===== src/rtl/mmap_io_regs_pkg.sv =====
`default_nettype none
// ============================================================================
// Module      : mmap_io_pkg
// Description : Register map, STATUS bit positions and counter limit shared
//               by the memory-mapped I/O register block.
// Revision    : 1.0 - initial release
// ============================================================================
package mmap_io_pkg;

  typedef logic [31:0] word_t;

  // Register word indices on sel
  localparam logic [3:0] REG_STATUS   = 4'd0;
  localparam logic [3:0] REG_RXDATA   = 4'd1;
  localparam logic [3:0] REG_TXDATA   = 4'd2;
  localparam logic [3:0] REG_CTRCLR   = 4'd3;
  localparam logic [3:0] REG_CTR_BASE = 4'd4;

  // STATUS bit positions
  localparam int STAT_TX_EMPTY    = 0;
  localparam int STAT_RX_NONEMPTY = 1;
  localparam int STAT_RX_OVF      = 2;
  localparam int STAT_RX_CNT_LSB  = 8;

  // Upper bound on the number of event counters
  localparam int MAX_CTRS = 8;

endpackage
`default_nettype wire


===== src/rtl/mmap_io_regs_if.sv =====
`default_nettype none
// ============================================================================
// Module      : mmap_io_regs_if
// Description : CPU load/store bus into the memory-mapped I/O registers.
// Revision    : 1.0 - initial release
// ============================================================================
interface mmap_io_regs_if;
  logic [3:0]  sel;
  logic        rd_en;
  logic        wr_en;
  logic [31:0] wr_data;
  logic [31:0] rd_data;

  modport master (output sel, rd_en, wr_en, wr_data, input rd_data);
  modport slave  (input sel, rd_en, wr_en, wr_data, output rd_data);
endinterface
`default_nettype wire


===== src/rtl/mmap_io_regs_fifo.sv =====
`default_nettype none
// ============================================================================
// Module      : io_byte_fifo
// Description : Byte FIFO with occupancy count; push/pop are ignored when
//               full/empty respectively.
// Revision    : 1.0 - initial release
// ============================================================================
module io_byte_fifo #(
  parameter int DEPTH = 8
) (
  input  wire logic                     clk,
  input  wire logic                     rst,
  input  wire logic                     push,
  input  wire logic                     pop,
  input  wire logic [7:0]               din,
  output logic [7:0]                    dout,
  output logic                          full,
  output logic                          empty,
  output logic [$clog2(DEPTH):0]        count
);
  localparam int AW = $clog2(DEPTH);
  localparam int CW = AW + 1;

  logic [7:0]    mem_q [DEPTH];
  logic [AW-1:0] wr_ptr_q, wr_ptr_d;
  logic [AW-1:0] rd_ptr_q, rd_ptr_d;
  logic [CW-1:0] count_q, count_d;
  logic          push_ok, pop_ok;

  assign full    = (count_q == CW'(DEPTH));
  assign empty   = (count_q == '0);
  assign count   = count_q;
  assign dout    = mem_q[rd_ptr_q];
  assign push_ok = push && !full;
  assign pop_ok  = pop && !empty;

  // Pointer and occupancy update; simultaneous push/pop leaves count unchanged
  always_comb begin
    wr_ptr_d = wr_ptr_q;
    rd_ptr_d = rd_ptr_q;
    count_d  = count_q;
    if (push_ok) wr_ptr_d = wr_ptr_q + AW'(1);
    if (pop_ok)  rd_ptr_d = rd_ptr_q + AW'(1);
    if (push_ok && !pop_ok)      count_d = count_q + CW'(1);
    else if (!push_ok && pop_ok) count_d = count_q - CW'(1);
  end

  // Storage needs no reset: pointers define what is valid
  always_ff @(posedge clk) begin
    if (push_ok) mem_q[wr_ptr_q] <= din;
  end

  // Control state register
  always_ff @(posedge clk) begin
    if (rst) begin
      wr_ptr_q <= '0;
      rd_ptr_q <= '0;
      count_q  <= '0;
    end else begin
      wr_ptr_q <= wr_ptr_d;
      rd_ptr_q <= rd_ptr_d;
      count_q  <= count_d;
    end
  end
endmodule
`default_nettype wire


===== src/rtl/mmap_io_regs.sv =====
`default_nettype none
// ============================================================================
// Module      : mmap_io_regs
// Description : UART status, RX FIFO, TX holding register and event counters
//               behind a registered-read memory-mapped register interface.
// Revision    : 1.0 - initial release
// ============================================================================
module mmap_io_regs
  import mmap_io_pkg::*;
#(
  parameter int RX_DEPTH = 8,
  parameter int NUM_CTRS = 2
) (
  input  wire logic                clk,
  input  wire logic                rst,
  mmap_io_regs_if.slave            bus,
  input  wire logic [7:0]          rx_data,
  input  wire logic                rx_valid,
  output logic                     rx_ready,
  output logic [7:0]               tx_data,
  output logic                     tx_valid,
  input  wire logic                tx_ready,
  input  wire logic [NUM_CTRS-1:0] ctr_event
);
  localparam int CW = $clog2(RX_DEPTH) + 1;

  logic [7:0]    fifo_dout;
  logic          fifo_full, fifo_empty;
  logic [CW-1:0] fifo_count;
  logic          rx_pop;
  logic          ovf_q, ovf_d;
  logic          tx_valid_q, tx_valid_d;
  logic [7:0]    tx_data_q, tx_data_d;
  word_t         rd_data_q, rd_data_d;
  word_t         status_w;
  word_t         ctr_vals [NUM_CTRS];
  logic          ctr_clr;
  logic          tx_wr, tx_hs, tx_load;
  logic          unused_ok;

  assign unused_ok = ^{bus.wr_data[31:8], ctr_event[0]};

  assign rx_pop  = bus.rd_en && (bus.sel == REG_RXDATA) && !fifo_empty;
  assign ctr_clr = bus.wr_en && (bus.sel == REG_CTRCLR);
  assign tx_wr   = bus.wr_en && (bus.sel == REG_TXDATA);
  assign tx_hs   = tx_valid_q && tx_ready;
  assign tx_load = tx_wr && (!tx_valid_q || tx_hs);

  io_byte_fifo #(.DEPTH(RX_DEPTH)) u_rx_fifo (
    .clk   (clk),
    .rst   (rst),
    .push  (rx_valid),
    .pop   (rx_pop),
    .din   (rx_data),
    .dout  (fifo_dout),
    .full  (fifo_full),
    .empty (fifo_empty),
    .count (fifo_count)
  );

  assign rx_ready    = !fifo_full;
  assign tx_valid    = tx_valid_q;
  assign tx_data     = tx_data_q;
  assign bus.rd_data = rd_data_q;

  // Free-running cycle counter at index 0, event counters above it
  for (genvar i = 0; i < NUM_CTRS; i++) begin : g_ctr
    logic  inc;
    word_t ctr_q, ctr_d;
    if (i == 0) begin : g_cycle
      assign inc = 1'b1;
    end else begin : g_event
      assign inc = ctr_event[i];
    end
    // Clear beats a same-cycle increment
    always_comb ctr_d = ctr_clr ? '0 : ctr_q + 32'(inc);
    // Counter register
    always_ff @(posedge clk) ctr_q <= rst ? '0 : ctr_d;
    assign ctr_vals[i] = ctr_q;
  end

  // Sticky overflow, TX holding register and assembled STATUS word
  always_comb begin
    ovf_d = ovf_q;
    if (bus.rd_en && (bus.sel == REG_STATUS)) ovf_d = 1'b0;
    if (rx_valid && fifo_full)                ovf_d = 1'b1;

    tx_valid_d = tx_valid_q;
    tx_data_d  = tx_data_q;
    if (tx_hs) tx_valid_d = 1'b0;
    if (tx_load) begin
      tx_valid_d = 1'b1;
      tx_data_d  = bus.wr_data[7:0];
    end

    status_w                             = '0;
    status_w[STAT_TX_EMPTY]              = !tx_valid_q;
    status_w[STAT_RX_NONEMPTY]           = !fifo_empty;
    status_w[STAT_RX_OVF]                = ovf_q;
    status_w[STAT_RX_CNT_LSB +: CW]      = fifo_count;
  end

  // Read mux; rd_data holds when no read is issued
  always_comb begin
    rd_data_d = rd_data_q;
    if (bus.rd_en) begin
      rd_data_d = '0;
      case (bus.sel)
        REG_STATUS: rd_data_d = status_w;
        REG_RXDATA: rd_data_d = fifo_empty ? '0 : {24'b0, fifo_dout};
        default: begin
          for (int i = 0; i < NUM_CTRS; i++) begin
            if (bus.sel == REG_CTR_BASE + 4'(i)) rd_data_d = ctr_vals[i];
          end
        end
      endcase
    end
  end

  // Register state
  always_ff @(posedge clk) begin
    if (rst) begin
      ovf_q      <= 1'b0;
      tx_valid_q <= 1'b0;
      tx_data_q  <= '0;
      rd_data_q  <= '0;
    end else begin
      ovf_q      <= ovf_d;
      tx_valid_q <= tx_valid_d;
      tx_data_q  <= tx_data_d;
      rd_data_q  <= rd_data_d;
    end
  end
endmodule
`default_nettype wire


===== src/flat_wrapper.sv =====
// flat-port wrapper written by rule: the top's interface ports become plain ports
module mmap_io_regs_flat import mmap_io_pkg::*;
#(
  parameter int RX_DEPTH = 8,
  parameter int NUM_CTRS = 2
)
  (clk, rst, rx_data, rx_valid, rx_ready, tx_data, tx_valid, tx_ready, ctr_event, bus_sel, bus_rd_en, bus_wr_en, bus_wr_data, bus_rd_data);
  mmap_io_regs_if bus_i ();
  input  wire logic clk;
  input  wire logic rst;
  input  wire logic [7:0] rx_data;
  input  wire logic rx_valid;
  output logic rx_ready;
  output logic [7:0] tx_data;
  output logic tx_valid;
  input  wire logic tx_ready;
  input  wire logic [NUM_CTRS-1:0] ctr_event;
  input wire logic [$bits(bus_i.sel)-1:0] bus_sel;
  input wire logic [$bits(bus_i.rd_en)-1:0] bus_rd_en;
  input wire logic [$bits(bus_i.wr_en)-1:0] bus_wr_en;
  input wire logic [$bits(bus_i.wr_data)-1:0] bus_wr_data;
  output wire logic [$bits(bus_i.rd_data)-1:0] bus_rd_data;
  assign bus_i.sel = bus_sel;
  assign bus_i.rd_en = bus_rd_en;
  assign bus_i.wr_en = bus_wr_en;
  assign bus_i.wr_data = bus_wr_data;
  assign bus_rd_data = bus_i.rd_data;
  mmap_io_regs #(.RX_DEPTH(RX_DEPTH), .NUM_CTRS(NUM_CTRS)) u_core (.clk(clk), .rst(rst), .bus(bus_i), .rx_data(rx_data), .rx_valid(rx_valid), .rx_ready(rx_ready), .tx_data(tx_data), .tx_valid(tx_valid), .tx_ready(tx_ready), .ctr_event(ctr_event));
endmodule

===== config.mk =====
export PLATFORM = sky130hd
export DESIGN_NAME = mmap_io_regs_flat
export DESIGN_NICKNAME = d
export VERILOG_FILES = /design/src/rtl/mmap_io_regs_pkg.sv /design/src/rtl/mmap_io_regs_if.sv /design/src/rtl/mmap_io_regs_fifo.sv /design/src/rtl/mmap_io_regs.sv /design/src/flat_wrapper.sv
export SDC_FILE = /design/constraint.sdc
export NUM_CORES = 1
export LEC_CHECK = 0
export ABC_AREA = 1
export CAP_MARGIN = 20
export CORE_AREA = 2 2 137 139
export DETAILED_ROUTE_END_ITERATION = 6
export DIE_AREA = 0 0 139 141
export GPL_TIMING_DRIVEN = 1
export PLACE_DENSITY = 0.68
export SLEW_MARGIN = 20
export SYNTH_ARGS = -nofsm -noshare
export SYNTH_HDL_FRONTEND = slang
export SYNTH_SLANG_ARGS = --single-unit

===== constraint.sdc =====
create_clock -name clk -period 6.3 [get_ports clk]
set_input_delay 1.26 -clock clk [delete_from_list [all_inputs] [get_ports clk]]
set_output_delay 1.26 -clock clk [all_outputs]
set_load 0.02 [all_outputs]

## Word-level counts from Yosys, hierarchy flattened

Memory sizes are Yosys's and may differ from the RTL's. A register that Yosys moved wholly into a read port is not among the register bits.
Index checks and enable logic that the tools add are counted.

- Register bits after elaboration: 116
- Logic and storage cells: 60
- Bits of input ports: 52
- Output and inout port bits: 42
- Memories kept: 1
- Bits in writable memories: 64

Memory list:

| name | depth | bits a word | read ports | clocked after memory_dff | wr ports | RTL line | text |
|---|---|---|---|---|---|---|---|
| u_core.u_rx_fifo.mem_q | 8 | 8 | 1 | 1 | 1 | mmap_io_regs_fifo.sv:24 | `logic [7:0] mem_q [DEPTH];` |

- Muxes and demuxes: 14
- Eq/ne operators: 6
- Add/sub/neg operators: 6
- Reduce and logical (&&, ||, !) cells: 24

Operator list:

| kind | number |
|---|---|
| 32-bit 2-to-1 mux | 2 |
| 32-bit case mux with 2 select lines | 1 |
| 32-bit by 1-bit adder with 32-bit output | 1 |
| 32-bit by 1-bit adder with 32-bit output, second input constant | 1 |
| 1-bit logical AND | 12 |
| 4-bit by 2-bit == test with 1-bit output, second input constant | 2 |
| 4-bit by 3-bit == test with 1-bit output, second input constant | 2 |
| 4-bit zero test | 2 |
| 4-bit 2-to-1 mux | 2 |
| 8-bit 2-to-1 mux | 1 |
| 3-bit by 1-bit adder with 3-bit output, second input constant | 2 |
| 1-bit 2-to-1 mux | 6 |
| 3-bit 2-to-1 mux | 2 |
| 2-bit nonzero test | 3 |
| 1-bit zero test | 5 |
| 4-bit by 1-bit adder with 4-bit output, second input constant | 1 |
| 4-bit by 1-bit == test with 1-bit output, second input constant | 1 |
| 4-bit == test, second input constant | 1 |
| 4-bit by 1-bit subtractor with 4-bit output, second input constant | 1 |
| 2-bit OR reduction | 1 |
| 1-bit logical OR | 1 |

## Longest topological paths before layout

Gate-level depths: netlist of run 1.

- Word-level depth: 7
- Depth in mapped cells: 13
- Mapped depth without buffers: 13

## By module

A second synthesis of run 1 with hierarchy kept.

- Cell total of the unflattened synthesis: 1168
- Area, all modules: 8727.1 um2

By module, submodules not included:

| module | times used | area each (um2) | cells an instance |
|---|---|---|---|
| mmap_io_regs | 1 | 5418.9 | 856 |
| io_byte_fifo | 1 | 3308.2 | 312 |

## Least setup slack after synthesis of run 1

OpenSTA, ideal clock, no wires.

- Path type: input to register
- From: input port bus_sel[0]
- To: register u_core.u_rx_fifo.count_q[3], in the netlist u_core.u_rx_fifo.count[3]
- Path buffers: 0
- Setup time: 132 ps
- Cell stages on the path: 13
- Arrival time: 2776 ps
- Setup slack: 3392 ps
- Required time: 6168 ps
- Path through: inv_2 -> nor2_4 -> nand2_2 -> nor2_4 -> nand2_4 -> ha_1 -> inv_1 -> ha_1 -> a21oi_1 -> nand2_1 -> xor2_1 -> nand2_1 -> a21oi_1

- Longest elaborated chain between the ends: 7
- Elaborated cells between the ends (all ways): 9
- Classes of those cells: 1 x eq/ne; 1 x mux; 7 x reduce/logical

Ends and longest elaborated chain:

| what | RTL line | text |
|---|---|---|
| from (decl) | flat_wrapper.sv:18 | `input wire logic [$bits(bus_i.sel)-1:0] bus_sel;` |
| 4-bit by 1-bit == test with 1-bit output (*) | mmap_io_regs.sv:43 | `assign rx_pop = bus.rd_en && (bus.sel == REG_RXDATA) && !fifo_empty;` |
| 1-bit logical AND (*) (2 in a row) | mmap_io_regs.sv:43 |  |
| 1-bit logical AND (*) | mmap_io_regs_fifo.sv:35 | `assign pop_ok = pop && !empty;` |
| 1-bit zero test | mmap_io_regs_fifo.sv:44 | `if (push_ok && !pop_ok) count_d = count_q + CW'(1);` |
| 1-bit logical AND | mmap_io_regs_fifo.sv:44 |  |
| 4-bit 2-to-1 mux or 2-bit nonzero test (tied branches) | -- |  |
| to (signal assigned) | mmap_io_regs_fifo.sv:62 | `count_q <= count_d;` |
| to (decl) | mmap_io_regs_fifo.sv:27 | `logic [CW-1:0] count_q, count_d;` |

Every way passes the cells marked *; elsewhere a longest branch is shown, timed or not.
A chain may end at the register's enable or synchronous reset.

## Worst setup path in the final report of run 1

Ends and elaborated chain as after synthesis.

==> summary.md, run 1 <==
| Metric | Value |
|---|---|
| Outcome | completed |
| Final worst slack | roughly 2.9 ns |
| Util after Layout | 53.9% |
| Antenna-violating nets left | 0 |
| Clk_skew | 0.00860 ns |
| Dpl cells | 1347 |
| Final HPWL DP | between 15 and 20 mm |
| Syn_nets | 1135 |
| Core region area | 18300 um2 |
| Min-delay src | u_core.bus.rd_data[12] |
| Post-Synth Simple-Gate Area | 26.3% |
| CTS tree | done |
| Largest net degree at the start of global routing | 40 |
| CTS Buffer Depth | 2 |
| Crit path required time | 6.61 ns |
| Critical-path maximum fanout | 8 |
| Area share of the largest cell type after synthesis | 28.3% |
| Worst-margin pin slew | 1.01 ns |
| Synth Register Bits | ~180 |
| FMAX | 0.291 GHz |
| Critical path, cell by cell | clkdlybuf4s50_1, inv_2, nor2_4, nand2_2, nor2_4, nand2_4, ha_1, inv_1, ha_1, a21oi_1, nand2_1, xor2_1, nand2_1, a21oi_1 |
| Most area-consuming cells after synthesis | dfxtp_1 28%, edfxtp_1 23%, nand2_1 10% |
| Die Area | between 15000 and 20000 um2 |
| Max Slew Vio Count | 0 |
| GPL Wtd Cong | about 0.93 |
| Sink Count | 183 |
| Final Non-Filler Cells | between 1000 and 1500 |
| Min-Delay Path Class | flip-flop to flip-flop |
| Post-CTS Setup Inserts | 0 |
| Synth Area in Adders | 1.43% |
| Root Buffer | clkbuf_16 |
| Worst slew margin | 32.4% |
| Layout Nets | 1193 |
| Post_cts resized | 0 |
| Crit. Startpoint | bus_sel[0] |
| H-tree depth | 4 |
| Pre-antenna DRT Iters | 5 |
| TritonCTS Buffers | 17 |
| Total track usage | 22.8% |
| Num rows | 50 |
| Total grt overflow | 0 |
| CP max stage cell | clkdlybuf4s50_1 |
| Crit path kind | primary input to flip-flop |
| Final Hold Vio Count | 0 |
| Die W | 139 um |
| Max_cap viols | 0 |
| Pwr Density | 255 nW/um2 |
| WL/cell | ~16 um |
| Number of global-route vias before repair | 6746 |
| Clock slew at reported path FFs | 0.07 ns |
| Peak VDD IR | 293 uV |
| Main combinational cell family by area after synthesis | simple AND/OR/NAND/NOR gates |
| Initial antenna violation count | 0 |
| Cell count after synthesis | 1074 |
| Final instance area | 9850 um2 |
| CP arrival | 3.75 ns |
| Mapped Avg Cell Area | 7.84 um2 |
| Global-route wire length before repair | 35.1 mm |
| Post-Route WL | between 20 and 25 mm |
| RSZ-0062 raised after global routing | no |
| Final Hold Slack | around 0.46 ns |
| Ys Warns | 0 |
| Post-synthesis to final-layout area growth | 16.9% |
| Number of diodes | 0 |
| # DRC | 0 |
| Clock period minus worst slack | 3.44 ns |
| Vias | 7348 |
| Syn Std Cell Area | 8420 um2 |
| Clock latency on the worst-skew pair | between 0.4 and 0.5 ns |
| Delay-heaviest family, CP | simple AND/OR/NAND/NOR gates |
| Port-buffer cells | 68 |
| Share of post-route cells with drive strength above 1 | 5.76% |
| R2R Path Start | u_core.u_rx_fifo.count[0] |
| # hold bufs at CTS | 0 |
| Critical Path Sink Type | flip-flop |
| Placed cell area | 9270 um2 |
| Compound-Gate Fraction of Synth Area | 12.9% |
| Final setup violation count | 0 |
| DR iter-0 viols | approximately 560 |
| Fillers | 1745 |
| Power, Total | 2.51 mW |
| Final period utilization | 54.6% |
| Post-place setup slack | 2.46 ns |
| Mux contribution to synthesized area | 0% |
| Leading area contributor after synthesis | dfxtp_1 |
| Num ports | 94 |
| Crit path buf inv count | 3 |
| Cell variety after synth | 37 |
| DR vias/cell | approximately 5.3 |
| Setup crit start kind | primary input |
| Die span in y | 141 um |
| Max incr delay on CP | 0.57 ns |
| Synth Area in XOR/XNOR | 0.936% |
| Lkg Pwr | around 3.2 nW |
| Sequential area share after synthesis | 51.1% |
| Setup TNS | 0 ns |
| Starting density of the core | 46.1% |
[per-layer routing]
layer,GRT usage (%),routed length (um),vias up
met5,0,0,-
met1,29.4,9840,3426
met3,4.62,920,41
li1,-,-,3684
met4,8.45,640,0
met2,38.2,10600,197
[layout make-up]
class | count | area (um2) | area share [%]
clock inverter | 15 | 148 | 1.50
tap | 234 | 293 | 2.97
sequential | 183 | 4300 | 43.7
inverter | 122 | 459 | 4.66
clock buffer | 17 | 425 | 4.32
timing repair buffer | 72 | 711 | 7.22
multi-input combinational | 736 | 3510 | 35.6
[where the power goes]
group | switching, mW | internal (mW)
registers | 0.0217 | 1.25
logic | 0.118 | 0.0658
clock network | 0.516 | 0.530
total | 0.655 | 1.85
[kinds of logic (layout without fill, tap and decap cells)]
family                   Yosys count  in the layout
AO/OA/AOI/OAI                    201            201
adder cells (fa/ha/maj)            9              9
AND/OR/NAND/NOR                  517            517
flip-flops                       183            183
XOR/XNOR                           9              9
buffers and inverters            155            226
[synth_stat cells (all sizes together)]
cell type  count
nand3b         2
clkbuf        11
a22oi          5
xnor2          2
nand4         12
ha             8
o211ai        12
edfxtp        64
buf           22
fa             1
inv          120
nor3          27
o21a           1
or2            2
dfxtp        119
nand2        236
nor2         161
and3           2
nor3b          1
xor2           7
a21oi         92
o22ai         23
nand3         74
clkinv         2
o21ai         65
a21boi         3
[registers in the layout (all words and copies together) (netlist names), named ones only]
register                   count
u_core.g_ctr.ctr_q            64
u_core.u_rx_fifo.mem_q        64
u_core.bus.rd_data            32
u_core.tx_data                 8
u_core.u_rx_fifo.count         4
u_core.u_rx_fifo.rd_ptr_q      3
u_core.u_rx_fifo.wr_ptr_q      3
u_core.ovf_q                   1
u_core.tx_valid                1
[path summary, 6_finish.rpt]
path | cells after the start | end | slack, ns
min | 2 | u_core.bus.rd_data[12] | 0.46
max | 14 | u_core.u_rx_fifo.count[3] | 2.86
max reg2reg | 13 | u_core.u_rx_fifo.count[3] | 3.93
min reg2reg | 2 | u_core.bus.rd_data[12] | 0.46
[worst reg2reg max path, cell delays in order, from the launching register on]
cell and delay, ns:
dfxtp_1 0.38, nor2_1 0.19, nand2_1 0.07, nor2_1 0.24
nor2_4 0.12, nand2_4 0.11, ha_1 0.22, inv_1 0.10
ha_1 0.33, a21oi_1 0.15, nand2_1 0.08, xor2_1 0.14
nand2_1 0.06, a21oi_1 0.05
[placed cells by master (no fill, tap or decap), types with 25 or more instances in the layout]
cell             synthesis  routed
a21oi_1                 92      92
o21ai_0                 59      59
nor3_1                  25      25
dfxtp_1                119     119
nor2_1                 151     151
edfxtp_1                64      64
clkdlybuf4s50_1          0      68
nand2_1                230     229
inv_1                  114     114
nand3_1                 71      71
(Power assumes the default switching activity.)
==> inputs of run 2 (changes only) <==
PLACE_DENSITY = 0.71   (was 0.68)
clock period = 2.95 ns   (was 6.3 ns; I/O delays follow)
==> summary.md, run 2 (same netlist as run 1, synthesis figures left out) <==
| Metric | Value |
|---|---|
| Core region area | 18300 um2 (unchanged) |
| GPL Wtd Cong | 0.963 (+3.0%) |
| Final Non-Filler Cells | 1396 (+1.2%) |
| Total grt overflow | 0 (unchanged) |
| Post_cts resized | 0 (unchanged) |
| CTS Buffer Depth | 2 (unchanged) |
| Number of diodes | 0 (unchanged) |
| Max_cap viols | 0 (unchanged) |
| Dpl cells | 1364 (+1.3%) |
| Area of the multi-input gates | 3510 um2 (unchanged) |
| Die span in y | 141 um (unchanged) |
| Commonest non-fill, non-tap cell in the layout | nand2_1 |
| Reg area | 4300 um2 (unchanged) |
| H-tree depth | 4 (unchanged) |
| Worst-margin pin slew | 0.994 ns (-0.0195 ns) |
| RSZ-0062 raised after global routing | no |
| Clock period minus worst slack | 2.40 ns |
| Crit path buf inv count | 2 (-1) |
| Die Area | 19600 um2 (unchanged) |
| Power, Total | 5.38 mW (+110%) |
| Fillers | 1727 (-1.0%) |
| Crit path required time | 3.32 ns (-3.29 ns) |
| Clock latency on the worst-skew pair | 0.44 ns (about the same) |
| Final HPWL DP | 15.9 mm (+1.5%) |
| Total track usage | 22.9% (+0.078 points) |
| Peak VDD IR | 428 uV (+46%) |
| Port-buffer cells | 68 (unchanged) |
| Layout Nets | 1210 (+1.4%) |
| Lkg Pwr | 3.32 nW (+2.5%) |
| Delay-heaviest family, CP | buffers and inverters |
| CP max stage cell | clkdlybuf4s50_1 |
| CTS tree | done |
| Crit path kind | primary input to flip-flop |
| # hold bufs at CTS | 0 (unchanged) |
| Most frequent cells in the layout | 229 x nand2_1, 151 x nor2_1, 119 x dfxtp_1 |
| Num rows | 50 (unchanged) |
| Final Hold Vio Count | 0 (unchanged) |
| Root Buffer | clkbuf_16 |
| Share of post-route cells with drive strength above 1 | 7.23% (+1.5 points) |
| Post-place setup slack | 0.117 ns (-2.34 ns) |
| Post-Route WL | 21.8 mm (-1.3%) |
| CP arrival | 2.77 ns (-0.98 ns) |
| Clk_skew | 0.00772 ns (-0.000883 ns) |
| Sink Count | 183 (unchanged) |
| Critical path, cell by cell | clkdlybuf4s50_1, nor2_4, nand2_2, nor2_4, nand2_4, ha_1, inv_1, ha_1, a21oi_1, nand2_1, xor2_1, nand2_1, a21oi_1 |
| Final Hold Slack | 0.461 ns (-0.00384 ns) |
| Pwr Density | 538 nW/um2 (+110%) |
| Starting density of the core | 46.1% (unchanged) |
| Critical Path Sink Type | flip-flop |
| Max Slew Vio Count | 0 (unchanged) |
| Vias | 7373 (+0.34%) |
| FMAX | 0.416 GHz |
| Post-synthesis to final-layout area growth | 18.8% |
| Worst slew margin | 33.7% (+1.3 points) |
| Critical-path maximum fanout | 6 (-2) |
| Antenna-violating nets left | 0 (unchanged) |
| Min-Delay Path Class | flip-flop to flip-flop |
| Setup crit start kind | primary input |
| Number of global-route vias before repair | 6965 (+3.2%) |
| Pre-antenna DRT Iters | 5 (unchanged) |
| DR iter-0 viols | 499 (-11%) |
| Final setup violation count | 0 (unchanged) |
| WL/cell | 15.6 um (-2.5%) |
| Final worst slack | 0.549 ns (-2.31 ns) |
| Die W | 139 um (unchanged) |
| Num ports | 94 (unchanged) |
| DR vias/cell | 5.28 (-0.88%) |
| Max incr delay on CP | 0.54 ns (-0.03 ns) |
| Post-CTS Setup Inserts | 0 (unchanged) |
| Clock slew at reported path FFs | 0.07 ns (about the same) |
| Global-route wire length before repair | 35.4 mm (+0.91%) |
| Setup TNS | 0 ns (unchanged) |
| Largest net degree at the start of global routing | 39 (-2.5%) |
| Final period utilization | about four fifths |
| Outcome | completed |
| Initial antenna violation count | 0 (unchanged) |
| # DRC | 0 (unchanged) |
| TritonCTS Buffers | 17 (unchanged) |
-- run 2: per-stage QoR --
step,utilization [%],area (um2)
3_5_place_dp,51.6,9430
5_1_grt,54.8,10000
3_3_place_gp,51.6,9430
4_1_cts,54.8,10000
2_1_floorplan,-,8420
6_report,54.8,10000
-- run 2: final timing paths --
path / start / endpoint / slack [ns] / depth (start not counted)
worst max-delay path: bus_sel[1] / u_core.u_rx_fifo.count[3] / 0.55 / 13
worst min-delay path: u_core.g_ctr[0].ctr_q[31] / u_core.g_ctr[0].ctr_q[31] / 0.46 / 2
worst min register to register: u_core.g_ctr[0].ctr_q[31] / u_core.g_ctr[0].ctr_q[31] / 0.46 / 2
worst max register to register: u_core.u_rx_fifo.count[0] / u_core.u_rx_fifo.count[3] / 0.66 / 13
-- run 2: power breakdown --
group          switching (mW)  internal, mW
combinational           0.256         0.159
sequential             0.0459          2.68
clock                    1.04          1.20
total                    1.34          4.04
-- run 2: layout make-up --
cell class	count	area share (%)
clock buffer	18	4.39
clock inverter	14	1.38
inverter	122	4.59
multi-input combinational	736	35.1
sequential	183	43.0
tap	234	2.93
timing repair buffer	89	8.63
-- run 2: worst min-delay path: stages (launching register included) --
cell,delay [ns]
dfxtp_1,0.31
nand2_1,0.06
a21oi_1,0.05
-- run 2: routing by layer --
metal	global-route usage [%]	vias to the layer above	wire (um)
li1	-	3702	-
met1	27.8	3419	9300
met2	39.3	200	10700
met3	4.52	52	991
met4	11.0	0	803
met5	0	-	0
